===== src/rtl/ex_mem_skid.sv =====
// EX->MEM pipeline boundary: 2-entry skid buffer (main + skid) with a decode bypass lookup.
// Define EX_MEM_FWD_EN to build the forwarding lookup; otherwise hit/data outputs are tied to 0.
module ex_mem_skid #(
    parameter int DATA_W = 32,
    parameter int ADDR_W = 5
) (
    input  logic              clk_i,
    input  logic              rst_i,
    input  logic              flush_i,
    input  logic              ex_valid_i,
    output logic              ex_ready_o,
    input  logic [ADDR_W-1:0] wd_i,
    input  logic              wreg_i,
    input  logic [DATA_W-1:0] wdata_i,
    output logic              mem_valid_o,
    input  logic              mem_ready_i,
    output logic [ADDR_W-1:0] wd_o,
    output logic              wreg_o,
    output logic [DATA_W-1:0] wdata_o,
    input  logic [ADDR_W-1:0] raddr1_i,
    input  logic [ADDR_W-1:0] raddr2_i,
    output logic              hit1_o,
    output logic [DATA_W-1:0] data1_o,
    output logic              hit2_o,
    output logic [DATA_W-1:0] data2_o
);

    typedef enum logic [1:0] {
        ST_EMPTY = 2'd0,
        ST_ONE   = 2'd1,
        ST_TWO   = 2'd2
    } state_t;

    state_t              r_state;
    state_t              w_state_nxt;

    logic [ADDR_W-1:0]   r_main_wd;
    logic                r_main_wreg;
    logic [DATA_W-1:0]   r_main_data;
    logic [ADDR_W-1:0]   r_skid_wd;
    logic                r_skid_wreg;
    logic [DATA_W-1:0]   r_skid_data;

    logic                w_push;
    logic                w_pop;
    logic                w_main_from_in;
    logic                w_main_from_skid;
    logic                w_skid_from_in;

    // Ready depends only on the registered state so MEM stalls never reach EX combinationally.
    assign ex_ready_o  = (r_state != ST_TWO);
    assign mem_valid_o = (r_state != ST_EMPTY);

    assign w_push = ex_valid_i & ex_ready_o;
    assign w_pop  = mem_valid_o & mem_ready_i;

    assign wd_o    = r_main_wd;
    assign wreg_o  = r_main_wreg;
    assign wdata_o = r_main_data;

    always_comb begin
        w_state_nxt      = r_state;
        w_main_from_in   = 1'b0;
        w_main_from_skid = 1'b0;
        w_skid_from_in   = 1'b0;
        if (flush_i) begin
            w_state_nxt = ST_EMPTY;
        end else begin
            unique case (r_state)
                ST_EMPTY: begin
                    if (w_push) begin
                        w_main_from_in = 1'b1;
                        w_state_nxt    = ST_ONE;
                    end
                end
                ST_ONE: begin
                    if (w_push && w_pop) begin
                        w_main_from_in = 1'b1;
                    end else if (w_push) begin
                        w_skid_from_in = 1'b1;
                        w_state_nxt    = ST_TWO;
                    end else if (w_pop) begin
                        w_state_nxt = ST_EMPTY;
                    end
                end
                ST_TWO: begin
                    if (w_pop) begin
                        w_main_from_skid = 1'b1;
                        w_state_nxt      = ST_ONE;
                    end
                end
                default: w_state_nxt = ST_EMPTY;
            endcase
        end
    end

    always_ff @(posedge clk_i) begin
        if (rst_i) begin
            r_state <= ST_EMPTY;
        end else begin
            r_state <= w_state_nxt;
        end
    end

    always_ff @(posedge clk_i) begin
        if (rst_i) begin
            r_main_wd   <= '0;
            r_main_wreg <= 1'b0;
            r_main_data <= '0;
        end else if (w_main_from_in) begin
            r_main_wd   <= wd_i;
            r_main_wreg <= wreg_i;
            r_main_data <= wdata_i;
        end else if (w_main_from_skid) begin
            r_main_wd   <= r_skid_wd;
            r_main_wreg <= r_skid_wreg;
            r_main_data <= r_skid_data;
        end
    end

    always_ff @(posedge clk_i) begin
        if (rst_i) begin
            r_skid_wd   <= '0;
            r_skid_wreg <= 1'b0;
            r_skid_data <= '0;
        end else if (w_skid_from_in) begin
            r_skid_wd   <= wd_i;
            r_skid_wreg <= wreg_i;
            r_skid_data <= wdata_i;
        end
    end

`ifdef EX_MEM_FWD_EN
    logic w_main_vld;
    logic w_skid_vld;
    logic w_hit1_main;
    logic w_hit1_skid;
    logic w_hit2_main;
    logic w_hit2_skid;

    function automatic logic entry_match(input logic [ADDR_W-1:0] ra,
                                         input logic              vld,
                                         input logic              wreg,
                                         input logic [ADDR_W-1:0] wd);
        return (ra != '0) && vld && wreg && (wd == ra);
    endfunction

    assign w_main_vld = (r_state != ST_EMPTY);
    assign w_skid_vld = (r_state == ST_TWO);

    assign w_hit1_main = entry_match(raddr1_i, w_main_vld, r_main_wreg, r_main_wd);
    assign w_hit1_skid = entry_match(raddr1_i, w_skid_vld, r_skid_wreg, r_skid_wd);
    assign w_hit2_main = entry_match(raddr2_i, w_main_vld, r_main_wreg, r_main_wd);
    assign w_hit2_skid = entry_match(raddr2_i, w_skid_vld, r_skid_wreg, r_skid_wd);

    // The skid entry is younger, so it wins when both entries target the same register.
    assign hit1_o  = w_hit1_main | w_hit1_skid;
    assign data1_o = w_hit1_skid ? r_skid_data : (w_hit1_main ? r_main_data : '0);
    assign hit2_o  = w_hit2_main | w_hit2_skid;
    assign data2_o = w_hit2_skid ? r_skid_data : (w_hit2_main ? r_main_data : '0);
`else
    logic w_unused_raddr;

    assign w_unused_raddr = ^{raddr1_i, raddr2_i};
    assign hit1_o  = 1'b0;
    assign data1_o = '0;
    assign hit2_o  = 1'b0;
    assign data2_o = '0;
`endif

endmodule


===== config.mk =====
export PLATFORM = sky130hd
export DESIGN_NAME = ex_mem_skid
export DESIGN_NICKNAME = d
export VERILOG_FILES = /design/src/rtl/ex_mem_skid.sv
export SDC_FILE = /design/constraint.sdc
export NUM_CORES = 1
export LEC_CHECK = 0
export BUFFER_PORTS_ARGS = -buffer_cell sky130_fd_sc_hd__buf_2
export CORE_MARGIN = 10
export CORE_UTILIZATION = 45
export DETAILED_ROUTE_END_ITERATION = 7
export PLACE_DENSITY = 0.83
export SYNTH_ARGS = -nofsm -noshare
export SYNTH_HDL_FRONTEND = slang
export SYNTH_SLANG_ARGS = --single-unit

===== constraint.sdc =====
create_clock -name clk_i -period 3.87 [get_ports clk_i]
set_clock_uncertainty 0.2 [all_clocks]
set_input_delay 0.1935 -clock clk_i [delete_from_list [all_inputs] [get_ports clk_i]]
set_output_delay 0.1935 -clock clk_i [all_outputs]
set_load 0.01 [all_outputs]

==> summary.md, run 1 <==
| Metric | Value |
|---|---|
| Peak VDD IR | 0.195 mV |
| Number of nets with antenna violations after routing | 0 |
| M1 GR Usage | 0.183 |
| R2r setup slk | 1460 ps |
| Register area | 1560 um2 |
| Via count of the first global-routing pass | 3490 |
| Clock Root Buffer | clkbuf_8 |
| Top cells by area, synth | dfxtp_1 (38%), buf_4 (14%), nor3_2 (7.4%), nand2_1 (7.1%), a311oi_1 (6.5%) |
| Total global routing overflow | 0 |
| I/O Buffers | 82 |
| Die Wd | 115 um |
| CTS Buffer Depth | 2 |
| Met3 Track Usage GR | 0.0443 |
| Cell area after placement | 4120 um2 |
| Lkg Pwr | 1.86 nW |
| Setup bufs post-CTS | 0 |
| Clock-pin slew on the worst setup and hold paths | 80 ps |
| HPWL Detailed | 6600 um |
| 1st-pass router iterations | 4 |
| Hold slack | 81.7 ps |
| Max_cap viols | 0 |
| Post-layout util | 0.538 |
| Seq pwr share | 0.496 |
| Top FF cell, synth | dfxtp_1 |
| Yosys warns | 0 |
| CP required | 3840 ps |
| Clk_lat worst skew | 340 ps |
| RSZ-0062 raised after global routing | false |
| Hold Violations, Final | 0 |
| DRC violations left | 0 |
| Cell area after layout | 4720 um2 |
| TritonCTS clock tree | built |
| Seq/Total Area, Yosys | 0.384 |
| Number of synthesized flops with an enable pin | 0 |
| Netlist cell types | 29 |
| Comb pwr share | 0.153 |
| Largest net degree at the start of global routing | 77 |
| Final setup violating endpoints | 0 |
| Post-CTS Resized | 0 |
| End of the critical path | wdata_o[1]$_SDFFE_PP0P_ |
| Fmax | 0.402 GHz |
| Row count | 34 |
| Die Span Y | 115 um |
| Area delta synth->final | 16.0% |
| Min cycle time layout | 2490 ps |
| Initial Utilization | 0.464 |
| Pwr dens | 363 nW/um2 |
| GR peak layer | met2 |
| Gpl congestion | 0.736 |
| Sw Ratio | 0.275 |
| Via count | 3547 |
| Worst Path Max Fanout | 38 |
| CTS H-tree lvls | 3 |
| Worst-Margin Slew | 1140 ps |
| GRT Total Usage | 0.158 |
| M2 GR Usage | 0.271 |
| Initial antenna violation count | 0 |
| Crit start category | input pin |
| Worst setup path category | input pin to flop |
| WL final | 10900 um |
| Crit. End Element | flop |
| Slew margin rel. | 0.238 |
| Global-route wire length before repair | 17500 um |
| Outcome | completed |
| Reg2reg path depth | 3 |
| Top cell type by total area after synthesis | dfxtp_1 |
| CP arrival | 2460 ps |
| R2R Path Start | r_state[1]$_SDFFE_PP0P_ |
| Final Max Slew Viols | 0 |
| Layout cells sized above 1 | 0.254 |
| Via density | 5.22 |
| Synth cell count leaders | dfxtp_1 (78), nand2_1 (77), buf_4 (76), a21oi_1 (39), nand3_1 (38) |
| Clock group share of total power | 0.351 |
| Post-synth ARST share | 0 |
| Critical path origin | flush_i |
| #FFs+latches synth | 78 |
| Mapped Area | 4070 um2 |
| DIE AREA | 13200 um2 |
| Core ar. | 8760 um2 |
| Syn Inst Count | 475 |
| Top-area cell type share of the netlist area | 0.384 |
| Sw power | 0.000471 W |
| Hold crit path type | input pin to flop |
| Mean Syn Cell Area | 8.56 um2 |
| FF-to-FF End | wdata_o[1]$_SDFFE_PP0P_ |
| IO Pins | 159 |
| Cts bufs inserted | 9 |
| Most common cell in the synthesized netlist | dfxtp_1 |
| Combined area of the multi-input logic cells | 1980 um2 |
| Iter 0 DRT Violations | 267 |
| Wire per inst | 16.0 um |
| Hold path depth | 4 |
| Fin crit share | 0.643 |
| Internal | 0.00124 W |
| TNS Setup | 0 ps |
| Fill cells | 821 |
| Number of nets in the layout | 619 |
| # clock sinks | 78 |
[layer usage]
layer  vias up  share of wire
li1       1722              -
met1      1682           0.42
met2       131           0.50
met3        12          0.068
met4         0          0.011
met5         -              0
[worst min path at each step]
stage | start | endpoint | slack, ps
finish | ex_valid_i | r_state[0]$_SDFFE_PP0P_ | 80
detailed placement | r_skid_data[18]$_SDFFE_PP0P_ | wdata_o[18]$_SDFFE_PP0P_ | 260
floorplan | mem_ready_i | r_state[1]$_SDFFE_PP0P_ | 80
global placement | r_skid_data[2]$_SDFFE_PP0P_ | r_skid_data[2]$_SDFFE_PP0P_ | 260
global route | ex_valid_i | r_state[0]$_SDFFE_PP0P_ | 100
CTS | ex_valid_i | r_state[0]$_SDFFE_PP0P_ | 50
[what timing repair did]
item                                   CTS  global route
hold buffers                            41             0
setup endpoints to repair                0             0
endpoints found under the hold margin   40             0
[cell usage in the layout, fill, tap and decap left out, drive strengths merged, types with 11 or more instances in the layout]
| cell type | netlist | final |
|---|---|---|
| nand3 | 38 | 38 |
| buf | 93 | 86 |
| a21oi | 39 | 39 |
| dlygate4sd3 | 0 | 41 |
| nor3 | 38 | 38 |
| a311oi | 38 | 38 |
| clkbuf | 19 | 11 |
| conb | 1 | 66 |
| dfxtp | 78 | 78 |
| nand2 | 78 | 78 |
| o21ai | 38 | 38 |
[sequential cells by signal (all words and copies together) (netlist names)]
register     cells
r_skid_data     32
r_skid_wd        5
r_skid_wreg      1
r_state          2
wd_o             5
wdata_o         32
wreg_o           1
[logic make-up (layout without fill, tap and decap cells)]
| logic type | after synthesis | in the layout | share of synthesized area |
|---|---|---|---|
| and+or+nand+nor | 166 | 166 | 0.227 |
| AOI/OAI and AO/OA | 117 | 117 | 0.193 |
| buffers and inverters | 112 | 142 | 0.193 |
| DFF | 78 | 78 | 0.384 |
| other | 1 | 67 | 0.000922 |
| muxes | 1 | 1 | 0.00246 |
[area by class of cell]
| class | count | share of cell area |
|---|---|---|
| multi-input cells | 350 | 0.420 |
| flip-flops and latches | 78 | 0.331 |
| repair buffers | 127 | 0.180 |
| clock buffers | 11 | 0.0300 |
| well taps | 108 | 0.0286 |
| clock inverters | 4 | 0.0101 |
| diodes | 1 | 0.000530 |
[critical path: stages]
cell	delay [ps]
dlygate4sd3_1	530
buf_2	160
nand4bb_2	1030
nand2_1	400
a311oi_2	140
[metrics by stage]
| step | power [W] | setup WS (ps) | instances |
|---|---|---|---|
| 4_1_cts | 0.00172 | 1400 | 678 |
| 6_report | 0.00172 | 1380 | 679 |
| 2_1_floorplan | 0.00107 | 2260 | 540 |
| 3_5_place_dp | 0.00109 | 1480 | 622 |
| 3_3_place_gp | 0.00109 | 1640 | 622 |
| 5_1_grt | 0.00179 | 1200 | 678 |
[power by group through the flow]
| stage | combinational (W) | sequential [W] | clock (W) |
|---|---|---|---|
| floorplan | 0.000188 | 0.000881 | 0 |
| global placement | 0.000218 | 0.000867 | 0 |
| detailed placement | 0.000224 | 0.000869 | 0 |
| CTS | 0.000256 | 0.000851 | 0.000618 |
| global route | 0.000286 | 0.000855 | 0.000647 |
| finish | 0.000262 | 0.000851 | 0.000602 |
Power figures use the tool's default switching activity.
==> run 2, diff against run 1 <==
--- a/config.mk
+++ b/config.mk
@@ -5,11 +5,12 @@
 export SDC_FILE = /design/constraint.sdc
 export NUM_CORES = 1
 export LEC_CHECK = 0
+export ABC_AREA = 1
 export BUFFER_PORTS_ARGS = -buffer_cell sky130_fd_sc_hd__buf_2
 export CORE_MARGIN = 10
 export CORE_UTILIZATION = 45
 export DETAILED_ROUTE_END_ITERATION = 7
-export PLACE_DENSITY = 0.83
+export PLACE_DENSITY = 0.82
 export SYNTH_ARGS = -nofsm -noshare
 export SYNTH_HDL_FRONTEND = slang
 export SYNTH_SLANG_ARGS = --single-unit
==> constraint.sdc (replaced) <==
create_clock -name clk_i -period 2.5 [get_ports clk_i]
set_clock_uncertainty 0.2 [all_clocks]
set_input_delay 0.125 -clock clk_i [delete_from_list [all_inputs] [get_ports clk_i]]
set_output_delay 0.125 -clock clk_i [all_outputs]
set_load 0.01 [all_outputs]
==> summary.md, run 2 <==
| Metric | Value |
|---|---|
| Top cells by area, synth | dfxtp_1 (37%), buf_4 (13%), nand3_1 (9.4%), nand2_1 (7.3%), nor2_1 (7.2%) |
| Placed Instances | 756 |
| Core ar. | 9150 um2 |
| Iter 0 DRT Violations | 199 |
| Lkg Pwr | 2.55 nW |
| Hold Violations, Final | 0 |
| Layout cells sized above 1 | 0.169 |
| Crit start category | flop |
| Most frequent cells in the layout | buf_2 (82), nand2_1 (81), nand3_1 (79), nor2_1 (79), dfxtp_1 (78) |
| Post-synth ARST share | 0 |
| Most common cell in the synthesized netlist | nand2_1 |
| RSZ-0062 raised after global routing | false |
| Number of synthesized flops with an enable pin | 0 |
| Die Wd | 117 um |
| CTS Buffer Depth | 2 |
| Mapped Area | 4190 um2 |
| Largest net degree at the start of global routing | 47 |
| Final setup violating endpoints | 0 |
| Initial Utilization | 0.458 |
| Hold crit path type | input pin to flop |
| # clock sinks | 78 |
| Number of nets in the layout | 752 |
| Fmax | 0.448 GHz |
| Final Max Slew Viols | 0 |
| N_diodes | 0 |
| Clock-pin slew on the worst setup and hold paths | 90 ps |
| Top-area cell type share of the netlist area | 0.373 |
| TritonCTS clock tree | built |
| Yosys warns | 0 |
| R2r setup slk | 270 ps |
| Wire per inst | 14.6 um |
| Clk_lat worst skew | 350 ps |
| Global-route wire length before repair | 18900 um |
| Total global routing overflow | 0 |
| FF-to-FF End | r_skid_data[7]$_SDFFE_PP0P_ |
| CTS Hold Buffers Added | 43 |
| Gpl congestion | 0.803 |
| Synth cell count leaders | nand2_1 (81), nor2_1 (80), nand3_1 (79), dfxtp_1 (78), buf_4 (74) |
| Hold path depth | 7 |
| CP arrival | 2270 ps |
| Fin crit share | 0.892 |
| Clock Root Buffer | clkbuf_8 |
| #FFs+latches synth | 78 |
| Via count of the first global-routing pass | 3938 |
| Peak VDD IR | 0.395 mV |
| Cts bufs inserted | 9 |
| Crit. End Element | flop |
| Min cycle time layout | 2230 ps |
| Setup bufs post-CTS | 0 |
| Worst Path Max Fanout | 38 |
| Non-Filler Instances | 815 |
| I/O Buffers | 82 |
| DRC violations left | 0 |
| WL final | 11900 um |
| Seq/Total Area, Yosys | 0.373 |
| IO Pins | 159 |
| Met3 Track Usage GR | 0.0375 |
| M1 GR Usage | 0.204 |
| Post-CTS Resized | 0 |
| Die Span Y | 117 um |
| Via count | 4031 |
| Pwr dens | 590 nW/um2 |
| Netlist cell types | 20 |
| Syn Inst Count | 599 |
| GR peak layer | met2 |
| GRT Total Usage | 0.169 |
| Commonest non-fill, non-tap cell in the layout | buf_2 |
| Area delta synth->final | 19.2% |
| 1st-pass router iterations | 5 |
| M2 GR Usage | 0.291 |
| DIE AREA | 13600 um2 |
| HPWL Detailed | 7570 um |
| Mean Syn Cell Area | 7.00 um2 |
| Slew margin rel. | 0.523 |
| Top cell type by total area after synthesis | dfxtp_1 |
| Outcome | completed |
| Reg2reg path depth | 5 |
| Via density | 4.95 |
| Worst setup path category | flop to flop |
| HP Start | mem_ready_i |
| TNS Setup | 0 ps |
| R2R Path Start | r_state[0]$_SDFFE_PP0P_ |
| CTS H-tree lvls | 3 |
| CP required | 2540 ps |
| Initial antenna violation count | 0 |
| Number of nets with antenna violations after routing | 0 |
| Top FF cell, synth | dfxtp_1 |
| Min-Delay Endpoint | wdata_o[12]$_SDFFE_PP0P_ |
| Max_cap viols | 0 |
| Worst-Margin Slew | 714 ps |
| Row count | 35 |
==> run 2: worst max-delay path: stages (launching register included) <==
cell and delay (ps):
dfxtp_1 450, nand2_2 320, nor2_4 450, inv_2 390, nor2_1 230, nor2_1 70
==> run 2: per-layer routing <==
metal  wire length, um  vias to the layer above
li1                  -                     2009
met1              4890                     1831
met2              5850                      177
met3               965                       14
met4               155                        0
met5                 0                        -
==> run 2: layout make-up <==
type,instances,area (um2)
clock inverter,5,105
clock buffer,11,151
sequential,78,1560
timing repair buffer,138,938
fill,893,4160
multi-input combinational,426,1930
tap,111,139
inverter,46,173
==> run 2: worst max-delay path by stage <==
stage,start,endpoint,slack (ps),depth (start not counted)
final,r_state[0]$_SDFFE_PP0P_,r_skid_data[7]$_SDFFE_PP0P_,270,5
after global routing,r_state[0]$_SDFFE_PP0P_,r_skid_data[7]$_SDFFE_PP0P_,100,5
after CTS,r_state[0]$_SDFFE_PP0P_,r_skid_data[3]$_SDFFE_PP0P_,300,5
after detailed placement,r_state[0]$_SDFFE_PP0P_,r_skid_data[8]$_SDFFE_PP0P_,320,5
after global placement,r_state[0]$_SDFFE_PP0P_,r_skid_data[15]$_SDFFE_PP0P_,320,5
after floorplan,r_state[1]$_SDFFE_PP0P_,r_skid_data[15]$_SDFFE_PP0P_,1050,8
==> run 2: cell families after synthesis <==
| group | synth area share |
|---|---|
| and+or+nand+nor | 0.307 |
| buffers and inverters | 0.227 |
| DFF | 0.373 |
| AOI/OAI and AO/OA | 0.0922 |
| other | 0.000895 |
==> run 2: metrics by stage <==
step	util	setup slack (ps)	area [um2]	hold slack [ps]	total power, W
after floorplan	-	1050	4440	59.9	0.00167
after global placement	0.471	317	4310	163	0.00171
after detailed placement	0.471	319	4310	169	0.00172
after CTS	0.546	301	5000	214	0.00296
after global routing	0.546	95.8	5000	272	0.00307
final	0.546	270	5000	215	0.00295
==> run 2: report_power, final <==
part | leakage, nW | internal (W) | switching, W
combinational | 1.79 | 0.000164 | 0.000267
sequential | 0.636 | 0.00129 | 0.0000242
clock | 0.122 | 0.000718 | 0.000485
total | 2.55 | 0.00217 | 0.000776
==> run 3, diff against run 2 <==
--- a/config.mk
+++ b/config.mk
@@ -5,12 +5,11 @@
 export SDC_FILE = /design/constraint.sdc
 export NUM_CORES = 1
 export LEC_CHECK = 0
-export ABC_AREA = 1
 export BUFFER_PORTS_ARGS = -buffer_cell sky130_fd_sc_hd__buf_2
 export CORE_MARGIN = 10
 export CORE_UTILIZATION = 45
 export DETAILED_ROUTE_END_ITERATION = 7
-export PLACE_DENSITY = 0.82
+export PLACE_DENSITY = 0.83
 export SYNTH_ARGS = -nofsm -noshare
 export SYNTH_HDL_FRONTEND = slang
 export SYNTH_SLANG_ARGS = --single-unit
==> constraint.sdc (replaced) <==
create_clock -name clk_i -period 2.3 [get_ports clk_i]
set_clock_uncertainty 0.2 [all_clocks]
set_input_delay 0.115 -clock clk_i [delete_from_list [all_inputs] [get_ports clk_i]]
set_output_delay 0.115 -clock clk_i [all_outputs]
set_load 0.01 [all_outputs]
==> summary.md, run 3 (synthesis results as in run 1) <==
| Metric | Value |
|---|---|
| Outcome | completed |
| TritonCTS clock tree | built |
| Hold crit path type | input pin to flop |
| Crit path buf inv count | 4 |
| Via count of the first global-routing pass | 3700 |
| Via density | 5.25 |
| Crit start category | input pin |
| Critical path's largest stage delay | 560 ps |
| Total global routing overflow | 0 |
| DRC violations left | 0 |
| Commonest non-fill, non-tap cell in the layout | buf_2 |
| Setup bufs post-CTS | 0 |
| Hold path depth | 4 |
| FF-to-FF End | r_skid_data[2]$_SDFFE_PP0P_ |
| Crit-path cells | dlygate4sd3_1 > buf_2 > or3b_4 > buf_16 > o21ai_0 > a21oi_1 > dlygate4sd3_1 |
| Clock-pin slew on the worst setup and hold paths | 90 ps |
| CTS H-tree lvls | 3 |
| Max_cap viols | 0 |
| Global-route wire length before repair | 18000 um |
| Peak VDD IR | 0.413 mV |
| Initial Utilization | 0.464 |
| Pwr dens | 620 nW/um2 |
| Initial antenna violation count | 0 |
| 1st-pass router iterations | 4 |
| Number of nets in the layout | 637 |
| Final setup violating endpoints | 0 |
| Clk_lat worst skew | 340 ps |
| Non-Filler Instances | 698 |
| Worst setup path category | input pin to flop |
| Worst Path Max Fanout | 38 |
| CP delay by family, top | buffers and inverters |
| Iter 0 DRT Violations | 234 |
| Number of nets with antenna violations after routing | 0 |
| Core ar. | 8760 um2 |
| WL final | 11300 um |
| Lkg Pwr | 2.00 nW |
| Gpl congestion | 0.757 |
| Row count | 34 |
| Via count | 3665 |
| Fill cells | 773 |
| Slowest CP cell | dlygate4sd3_1 |
| Fin crit share | 0.967 |
| CP most frequent cell | dlygate4sd3_1 |
| Tot Pwr | 0.00308 W |
| Combined area of the multi-input logic cells | 1980 um2 |
| Register area | 1560 um2 |
| Most frequent cells in the layout | buf_2 (82), nand2_1 (77), dfxtp_1 (77) |
| Min-Delay Endpoint | r_state[0]$_SDFFE_PP0P_ |
| Min cycle time layout | 2220 ps |
| Placed Instances | 630 |
| GRT Total Usage | 0.161 |
| CP required | 2330 ps |
| IO Pins | 159 |
| Hold slack | 58.1 ps |
| Area delta synth->final | 22.1% |
| Layout cells sized above 1 | 0.267 |
| Reg2reg path depth | 5 |
| Largest net degree at the start of global routing | 77 |
| Fmax | 0.449 GHz |
| CP arrival | 2260 ps |
| CTS Buffer Depth | 2 |
| RSZ-0062 raised after global routing | true |
| I/O Buffers | 82 |
| Crit. End Element | flop |
| Wire per inst | 16.2 um |
| HP Start | mem_ready_i |
| Cts bufs inserted | 9 |
| Die Span Y | 115 um |
| Clock Root Buffer | clkbuf_8 |
| Post-layout util | 0.567 |
| # clock sinks | 78 |
| Die Wd | 115 um |
| Hold Violations, Final | 0 |
| R2r setup slk | 110 ps |
| R2R Path Start | r_state[1]$_SDFFE_PP0P_ |
| HPWL Detailed | 7070 um |
| Final Max Slew Viols | 0 |
| DIE AREA | 13200 um2 |
run 3: worst max path at each step:
| stage | start | endpoint | slack [ps] | cells past startpoint |
|---|---|---|---|---|
| CTS | r_state[1]$_SDFFE_PP0P_ | r_skid_data[2]$_SDFFE_PP0P_ | 30 | 5 |
| global placement | r_state[1]$_SDFFE_PP0P_ | wdata_o[24]$_SDFFE_PP0P_ | 500 | 4 |
| floorplan | r_state[1]$_SDFFE_PP0P_ | wdata_o[0]$_SDFFE_PP0P_ | 690 | 6 |
| detailed placement | r_state[1]$_SDFFE_PP0P_ | wdata_o[10]$_SDFFE_PP0P_ | 420 | 4 |
| finish | flush_i | r_skid_data[2]$_SDFFE_PP0P_ | 80 | 7 |
| global route | flush_i | r_skid_data[3]$_SDFFE_PP0P_ | -20 | 7 |
run 3: through the flow:
| step | setup TNS (ps) | cell area (um2) | setup WS (ps) |
|---|---|---|---|
| CTS | 0 | 4920 | 26.2 |
| finish | 0 | 4970 | 75.3 |
| global placement | 0 | 4190 | 497 |
| global route | -37.3 | 4960 | -20.1 |
| floorplan | 0 | 4310 | 688 |
| detailed placement | 0 | 4190 | 422 |
run 3: power by group:
group	internal, W	total (W)	switching (W)
combinational	0.000182	0.000461	0.000278
sequential	0.00140	0.00143	0.0000288
clock	0.000671	0.00119	0.000517
run 3: metal layers:
metal / GRT usage / share of wire / wire (um)
met5: 0 / 0 / 0
met4: 0.0454 / 0.0096 / 109
met3: 0.0547 / 0.078 / 878
met2: 0.272 / 0.51 / 5740
met1: 0.189 / 0.40 / 4570
run 3: cell type report:
type | count | share of cell area
antenna | 1 | 0.000504
tap | 108 | 0.0272
clock inverter | 5 | 0.0164
sequential | 78 | 0.315
clock buffer | 11 | 0.0305
multi-input combinational | 350 | 0.399
timing repair buffer | 145 | 0.212
run 3: repair_timing:
item | CTS | global route
endpoints found under the hold margin | 78 | 0
hold buffers | 50 | 0
resized for setup | 0 | 6
setup endpoints to repair | 0 | 8
run 3: worst min-delay path: stages:
cell,delay (ps)
buf_2,160
mux2i_1,90
nor2_1,90
o21a_1,110
